$ cat src/rtl/ofm_mm2s_packer.sv
// -----------------------------------------------------------------------------
// ofm_mm2s_packer
//
// mm2s_clk-domain TX ingress stage. Consumes the AXI DMA MM2S control stream
// (flag word followed by APP0..APP4) and the 64-bit MM2S data stream. Data
// beats are passed straight through into the TX data FIFO as
// {tlast, tkeep, tdata}; once the frame's last beat has been written, a single
// 64-bit frame descriptor is written into the TX ctrl FIFO.
//
// Ports
//   mm2s_clk, mm2s_resetn        clock, async active-low reset
//   s_axis_cntrl_*               32-bit control stream (slave)
//   s_axis_txd_*                 64-bit frame data stream (slave)
//   ctrl_fifo_wdata/wren/afull   descriptor FIFO write side
//                                wdata: [63:32]=APP1, [31]=csum_en,
//                                [30]=len_err, [29:16]=0, [15:0]=byte length
//   data_fifo_wdata/wren/afull   data FIFO write side, {tlast, tkeep, tdata}
// -----------------------------------------------------------------------------
module ofm_mm2s_packer #(
    parameter int C_CTRL_WORDS = 6,
    parameter int C_LEN_W      = 16
) (
    input  logic        mm2s_clk,
    input  logic        mm2s_resetn,

    input  logic [31:0] s_axis_cntrl_tdata,
    input  logic        s_axis_cntrl_tvalid,
    input  logic        s_axis_cntrl_tlast,
    output logic        s_axis_cntrl_tready,

    input  logic [63:0] s_axis_txd_tdata,
    input  logic [7:0]  s_axis_txd_tkeep,
    input  logic        s_axis_txd_tvalid,
    input  logic        s_axis_txd_tlast,
    output logic        s_axis_txd_tready,

    output logic [63:0] ctrl_fifo_wdata,
    output logic        ctrl_fifo_wren,
    input  logic        ctrl_fifo_afull,

    output logic [72:0] data_fifo_wdata,
    output logic        data_fifo_wren,
    input  logic        data_fifo_afull
);

    localparam int C_IDX_W = $clog2(C_CTRL_WORDS);
    localparam logic [C_IDX_W-1:0] C_IDX_APP0 = C_IDX_W'(1);
    localparam logic [C_IDX_W-1:0] C_IDX_APP1 = C_IDX_W'(2);
    localparam logic [C_IDX_W-1:0] C_IDX_LAST = C_IDX_W'(C_CTRL_WORDS - 1);

    typedef enum logic [1:0] {
        ST_IDLE,
        ST_CTRL,
        ST_DATA,
        ST_DESC
    } state_t;

    // Reset is asserted asynchronously but released on a clock edge, so every
    // state flop leaves reset in the same cycle.
    logic [1:0]         r_rst_sync;
    logic               w_rst_n;

    state_t             r_state;
    state_t             w_next_state;
    logic [C_IDX_W-1:0] r_word_idx;
    logic               r_csum_en;
    logic [31:0]        r_app1;
    logic [C_LEN_W-1:0] r_len;
    logic               r_len_err;

    logic               w_cntrl_hs;
    logic               w_txd_hs;
    logic [3:0]         w_keep_cnt;
    logic [C_LEN_W:0]   w_len_sum;

    // NOTE: state flops use non-blocking assignments so every flop samples
    // pre-edge values regardless of statement order.
    always_ff @(posedge mm2s_clk or negedge mm2s_resetn) begin
        if (!mm2s_resetn) begin
            r_rst_sync <= 2'b00;
        end else begin
            r_rst_sync <= {r_rst_sync[0], 1'b1};
        end
    end

    assign w_rst_n = r_rst_sync[1];

    // Handshakes and ready outputs. Readies are decoded from state only, so
    // they drop in the same cycle that reset is asserted.
    assign s_axis_cntrl_tready = (r_state == ST_CTRL);
    assign s_axis_txd_tready   = (r_state == ST_DATA) && !data_fifo_afull;
    assign w_cntrl_hs          = s_axis_cntrl_tvalid && s_axis_cntrl_tready;
    assign w_txd_hs            = s_axis_txd_tvalid && s_axis_txd_tready;

    // Zero-latency pass-through into the data FIFO; wdata is held at zero
    // outside a handshake so the FIFO port is quiet between beats.
    assign data_fifo_wren  = w_txd_hs;
    assign data_fifo_wdata = w_txd_hs ?
        {s_axis_txd_tlast, s_axis_txd_tkeep, s_axis_txd_tdata} : '0;

    assign ctrl_fifo_wren  = (r_state == ST_DESC);
    assign ctrl_fifo_wdata = (r_state == ST_DESC) ?
        {r_app1, r_csum_en, r_len_err, 14'b0, 16'(r_len)} : '0;

    // Byte count of the current beat. tkeep should be contiguous, but a
    // popcount stays correct even if it is not.
    // NOTE: every always_comb output gets a default before any branch so no
    // path can leave it unassigned and infer a latch.
    always_comb begin
        w_keep_cnt = '0;
        for (int i = 0; i < 8; i++) begin
            w_keep_cnt = w_keep_cnt + {3'b000, s_axis_txd_tkeep[i]};
        end
    end

    // One extra bit catches the carry out; that bit drives saturation.
    assign w_len_sum = {1'b0, r_len} + (C_LEN_W + 1)'(w_keep_cnt);

    always_comb begin
        w_next_state = r_state;
        case (r_state)
            ST_IDLE: begin
                // Only gate point for the ctrl FIFO: afull leaves room for
                // the single descriptor this frame will write.
                if (!ctrl_fifo_afull) begin
                    w_next_state = ST_CTRL;
                end
            end
            ST_CTRL: begin
                // An early tlast ends the control phase; a missing tlast on
                // the final word is tolerated.
                if (w_cntrl_hs && (s_axis_cntrl_tlast || (r_word_idx == C_IDX_LAST))) begin
                    w_next_state = ST_DATA;
                end
            end
            ST_DATA: begin
                if (w_txd_hs && s_axis_txd_tlast) begin
                    w_next_state = ST_DESC;
                end
            end
            ST_DESC: begin
                w_next_state = ST_IDLE;
            end
            default: begin
                w_next_state = ST_IDLE;
            end
        endcase
    end

    always_ff @(posedge mm2s_clk or negedge w_rst_n) begin
        if (!w_rst_n) begin
            r_state    <= ST_IDLE;
            r_word_idx <= '0;
            r_csum_en  <= 1'b0;
            r_app1     <= '0;
            r_len      <= '0;
            r_len_err  <= 1'b0;
        end else begin
            r_state <= w_next_state;
            case (r_state)
                ST_IDLE: begin
                    r_word_idx <= '0;
                end
                ST_CTRL: begin
                    if (w_cntrl_hs) begin
                        r_word_idx <= r_word_idx + 1'b1;
                        if (r_word_idx == C_IDX_APP0) begin
                            r_csum_en <= s_axis_cntrl_tdata[0];
                        end
                        if (r_word_idx == C_IDX_APP1) begin
                            r_app1 <= s_axis_cntrl_tdata;
                        end
                    end
                end
                ST_DATA: begin
                    if (w_txd_hs) begin
                        // Saturate and flag; the frame itself is still
                        // forwarded untouched.
                        if (w_len_sum[C_LEN_W]) begin
                            r_len     <= '1;
                            r_len_err <= 1'b1;
                        end else begin
                            r_len <= w_len_sum[C_LEN_W-1:0];
                        end
                    end
                end
                ST_DESC: begin
                    r_len     <= '0;
                    r_len_err <= 1'b0;
                    r_csum_en <= 1'b0;
                    r_app1    <= '0;
                end
                default: begin
                end
            endcase
        end
    end

endmodule
$ cat config.mk
export PLATFORM = sky130hd
export DESIGN_NAME = ofm_mm2s_packer
export DESIGN_NICKNAME = d
export VERILOG_FILES = /design/src/rtl/ofm_mm2s_packer.sv
export SDC_FILE = /design/constraint.sdc
export NUM_CORES = 1
export LEC_CHECK = 0
export ABC_AREA = 1
export CORE_MARGIN = 3
export CORE_UTILIZATION = 38
export CTS_CLUSTER_SIZE = 14
export DETAILED_ROUTE_END_ITERATION = 6
export PLACE_DENSITY_LB_ADDON = 0.05
export SLEW_MARGIN = 20
export SYNTH_ARGS = -nofsm -noshare
export SYNTH_HDL_FRONTEND = slang
export SYNTH_SLANG_ARGS = --single-unit
export TNS_END_PERCENT = 30
$ cat constraint.sdc
create_clock -name mm2s_clk -period 2.2 [get_ports mm2s_clk]
set_input_delay 0.44 -clock mm2s_clk [delete_from_list [all_inputs] [get_ports mm2s_clk]]
set_output_delay 0.44 -clock mm2s_clk [all_outputs]
set_load 0.05 [all_outputs]
## Yosys cells after proc, flatten, opt, wreduce, memory -nomap -nowiden

Index checks and enable logic that the tools add are counted.

| cells by class | value |
|---|---|
| add/subtract/negate cells | 9 |
| $mul | 0 |
| divide/modulo/power cells | 0 |
| order comparisons | 0 |
| eq/ne operators | 14 |
| shift-type cells | 0 |
| multiplexer cells | 20 |
| bitwise logic cells | 0 |
| reduce and logical (&&, ||, !) cells | 17 |

Operators by type and width:

| operator | number |
|---|---|
| 2-to-1 mux 73 bit | 1 |
| 2-to-1 mux 32 bit | 2 |
| 2-to-1 mux 64 bit | 1 |
| one-hot mux 32 bit (2 select lines) | 1 |
| 2-to-1 mux 16 bit | 2 |
| one-hot mux 16 bit (2 select lines) | 1 |
| adder 16 x 4 -> 17 bit | 1 |
| adder 4 x 1 -> 4 bit | 4 |
| AND reduction 3 bit | 4 |
| inequality test 2 x 1 -> 1 bit, second input constant | 5 |
| one-hot mux 2 bit (4 select lines) | 1 |
| 2-to-1 mux 2 bit | 3 |
| inequality test 2 bit, second input constant | 3 |
| one-hot mux 3 bit (2 select lines) | 1 |
| nonzero test 2 bit | 3 |
| logical AND 1 bit | 5 |
| adder 3 x 1 -> 4 bit | 1 |
| equality test 2 bit, second input constant | 2 |
| 2-to-1 mux 1 bit | 4 |
| one-hot mux 1 bit (2 select lines) | 2 |
| AND reduction 2 bit | 2 |
| adder 2 x 1 -> 3 bit | 1 |
| adder 3 x 1 -> 3 bit, second input constant | 1 |
| equality test 3 x 1 -> 1 bit, second input constant | 1 |
| 8 further kinds | 8 |

| storage, ports and cells | value |
|---|---|
| flip-flop bits (word level) | 57 |
| latch bits | 0 |
| bits in writable memories | 0 |
| bits in read-only memories | 0 |
| input bits | 112 |
| memories | 0 |

## Depth between registers and ports, before layout

| logic depth | value |
|---|---|
| word-level depth | 11 |
| mapped depth | 16 |

## Least setup slack after synthesis

No wires, ideal clock.

| path | value |
|---|---|
| kind | input port to flip-flop |
| start | in s_axis_txd_tkeep[0] |
| end | reg r_len[8] |
| setup time | 0.126 ns |
| arrival | 3.225 ns |
| data required time | 2.074 ns |
| setup slack | -1.151 ns |
| stages | 14 |
| buffers on the path | 0 |
| path through | fa_1 inv_1 fa_1 fa_1 fa_1 inv_1 fa_1 nand2_1 a21oi_1 nand2_1 nand2_1 inv_1 o21ai_1 nand3_2 |

| between the ends | value |
|---|---|
| word-level cells in the longest chain between the ends | 11 |

RTL lines:

| element | RTL line | RTL |
|---|---|---|
| start: declaration | 32 | `input logic [7:0] s_axis_txd_tkeep,` |
| adder 1 x 1 -> 2 bit | 112 | `w_keep_cnt = w_keep_cnt + {3'b000, s_axis_txd_tkeep[i]};` |
| adder 2 x 1 -> 3 bit | 112 |  |
| adder 3 x 1 -> 4 bit | 112 |  |
| adder 4 x 1 -> 4 bit (4 in series) | 112 |  |
| adder 16 x 4 -> 17 bit | 117 | `assign w_len_sum = {1'b0, r_len} + (C_LEN_W + 1)'(w_keep_cnt);` |
| 2-to-1 mux 16 bit | 179 | `if (w_len_sum[C_LEN_W]) begin` |
| 2-to-1 mux 16 bit | 176 | `if (w_txd_hs) begin` |
| one-hot mux 16 bit (2 select lines) | 160 | `case (r_state)` |
| end signal: assignment | 183 | `r_len <= w_len_sum[C_LEN_W-1:0];` |
| end: declaration | 68 | `logic [C_LEN_W-1:0] r_len;` |

No other way between the ends. The select of a mux whose other input is x is not followed.
A chain may end at the register's enable or synchronous reset.

## Final worst setup path

| path | value |
|---|---|
| start | in s_axis_txd_tkeep[0] |
| end | reg r_len_err |

| between the ends | value |
|---|---|
| word-level cells in the longest chain between the ends | 10 |

RTL lines:

| element | RTL line | RTL |
|---|---|---|
| adder 1 x 1 -> 2 bit | 112 |  |
| adder 2 x 1 -> 3 bit | 112 |  |
| adder 3 x 1 -> 4 bit | 112 |  |
| adder 4 x 1 -> 4 bit (4 in series) | 112 |  |
| adder 16 x 4 -> 17 bit | 117 |  |
| inequality test 2 bit (no line) | - |  |
| AND reduction 3 bit (no line) | - |  |
| end signal: assignment | 157 | `r_len_err <= 1'b0;` |
| end signal: assignment | 181 | `r_len_err <= 1'b1;` |
| end signal: assignment | 189 | `r_len_err <= 1'b0;` |
| end: declaration | 69 | `logic r_len_err;` |

No other way between the ends.

==> out/qor.csv <==
metric,value,unit
Synth area leaders,"dfrtp_1 34%, inv_1 17%, nand2_1 11%",
Worst EP required,2.47,ns
IO Count,253,
multi-input logic area,2400,sq um
mapped cell area,4240,sq um
asr flop ratio synth,100,%
vias in the first global route,4938,
min Tclk post-route,3.22,ns
first-pass GRT wire length,25.0,mm
RSZ-0062 raised after global routing,true,
Die Area,12400,sq um
skew final,0.00931,ns
clock buffer depth,2,
Syn Area/Cell,6.50,sq um
htree depth,3,
Slew @ Worst Pin,0.665,ns
final period utilization,147,%
nets@finish,1046,
DR WL/cell,15.5,microns
post-synth top area share,33.7,%
Filler cells,593,
Post-synth top flop,dfrtp_1,
routed vias/inst,4.72,
Hold WC Path Type,in2async,
all-layer global routing usage,24.6,%
CTS Buf Count,9,
endpoints failing setup,94,
port buffer count,238,
initial antenna violation count,0,
#FFs+latches synth,57,
row cnt,37,
max-slew violation count,0,
overall power,0.00609,W
highest clock rate,0.310,GHz
Crit. End Element,flip-flop,
Die Ht,112,microns
most common cell in the netlist,inv_1,
gr ovfl total,0,
reg2reg path depth,13,
clk slew on worst S/H paths,0.07,ns
Starting DRT DRC Count,265,
CP Launch Type,input port,
status,finished with violations,
DRT Pass-1 Iters,5,
Post-synth EDFFs,0,
Clock Latency Late Sink,0.34,ns
MaxCap Viol Count,0,
Inst Count DP,1028,
area grow syn2layout,113,%
Die W,112,microns
worst-path fanout max,8,
"Hold Vio Cnt, Final",0,
Detail Placement HPWL,12.2,mm
antenna cells,0,
routability cong.,0.857,
reg2reg start,r_len[0],
Worst slew margin,55.7,%
Initial Utilization,40.0,%
peak supply drop,0.558,mV
drt drc,0,
Root Buffer,clkbuf_8,
post-placement cell area,8340,sq um
top post-synthesis cells by count,"187 x inv_1, 128 x nand2_1, 89 x nor2_1",
DRT antenna net count,0,
setup ws final,-1.02,ns
largest net degree at the start of global routing,34,
CP startpoint,s_axis_txd_tkeep[0],
final wirelength,16.4,mm
R2R setup slack,-0.70,ns
final instance area,9040,sq um
CP arrival,3.49,ns
pre-CTS setup slack,-1.73,ns
fin cells,1057,
Power Density,674,nW/um^2
clock sink count,57,
FF/Latch Area,1430,sq um
Reg2Reg Capture Point,r_len_err,
sequential share of the synthesized area,33.7,%
failing checks,negative setup slack,
core box area,10600,sq um
"Worst Path Class, Setup",in2reg,
layout cells sized above 1,32.6,%
TritonCTS clock tree,done,
synth unique cells,36,
leakage,4.67,nW
synth warn,0,
Post-Syn Instances,652,
vias,4989,
"area leader, netlist",dfrtp_1,
-- logic make-up (layout without fill, tap and decap cells) --
| family | after synthesis | count (layout) | synth area share [%] |
|---|---|---|---|
| compound gates | 55 | 55 | 7.41 |
| mux | 1 | 1 | 0.266 |
| buf+inv | 231 | 486 | 22.2 |
| other cells | 2 | 15 | 0.177 |
| xor+xnor | 5 | 5 | 1.03 |
| simple gates | 283 | 284 | 29.0 |
| fa+ha+maj | 18 | 18 | 6.20 |
| flops | 57 | 57 | 33.7 |
-- state kept, by name, summed over array words and instances, names as in the netlist --
signal	cells
r_app1	32
r_csum_en	1
r_len	16
r_len_err	1
r_rst_sync	2
r_state	2
r_word_idx	3
-- layout make-up --
| type | instances | area share, % |
|---|---|---|
| sequential | 57 | 15.8 |
| inverter | 191 | 7.93 |
| clock inverter | 7 | 1.14 |
| timing repair buffer | 279 | 45.3 |
| tap | 136 | 1.88 |
| multi-input combinational | 378 | 26.5 |
| clock buffer | 9 | 1.37 |
-- layer usage --
layer  vias to the layer above  routed length [microns]  track usage [%]
met2                       237                     8800             45.7
met5                         -                        0                0
met3                        44                     1210             5.05
met4                         0                      538             8.60
li1                       2386                        -                -
met1                      2322                     5800             27.8
-- layout by cell type, fill, tap and decap left out, drive strengths merged, types with 4 or more instances in the layout --
cell type	n
buf	169
clkbuf	11
clkdlybuf4s50	108
clkinv	4
conb	15
dfrtp	57
fa	5
ha	13
inv	191
nand2	132
nand3	53
nor2	93
o211ai	4
o21ai	44
-- metrics by stage --
step	TNS, ns	utilization [%]	hold WS [ns]
2_1_floorplan	-36.18	-	0.144
3_3_place_gp	-28.13	78.7	0.318
3_5_place_dp	-28.93	78.7	0.321
4_1_cts	-20.48	83.8	0.239
5_1_grt	-35.16	85.2	0.253
6_report	-26.48	85.2	0.252
-- worst max-delay path, cell delays in order --
cell and delay [ns]:
buf_6 0.10, fa_1 0.55, inv_2 0.04, fa_1 0.48
fa_1 0.43, fa_2 0.35, inv_2 0.07, fa_2 0.21
nand2_2 0.07, nand2_2 0.07, o21ai_2 0.06, nor2_4 0.19
nand3_4 0.17, buf_4 0.21, o21ai_2 0.05
-- how the worst max path moves through the flow --
stage	slack [ns]	cells after the start	to
2_1_floorplan	-1.11	14	r_len[6]
3_3_place_gp	-1.69	15	r_len[0]
3_5_place_dp	-1.73	15	r_len[2]
4_1_cts	-1.12	15	r_len[2]
5_1_grt	-1.11	15	r_len_err
6_report	-1.02	15	r_len_err
-- where the power goes --
part | internal (W) | switching, W
Sequential | 0.00130 | 0.000180
Clock | 0.000646 | 0.000460
Combinational | 0.00153 | 0.00197
Total | 0.00348 | 0.00261
-- repair_timing --
action / in CTS / in global routing
setup endpoints to repair: 91 / 95
setup buffers: 3 / 5
gates cloned: 2 / 3
hold endpoints to repair: 0 / 0
hold buffers: 0 / 0
pin swaps: 11 / 9
resized for setup: 87 / 16
No activity file was read; power rests on OpenSTA's default activity.
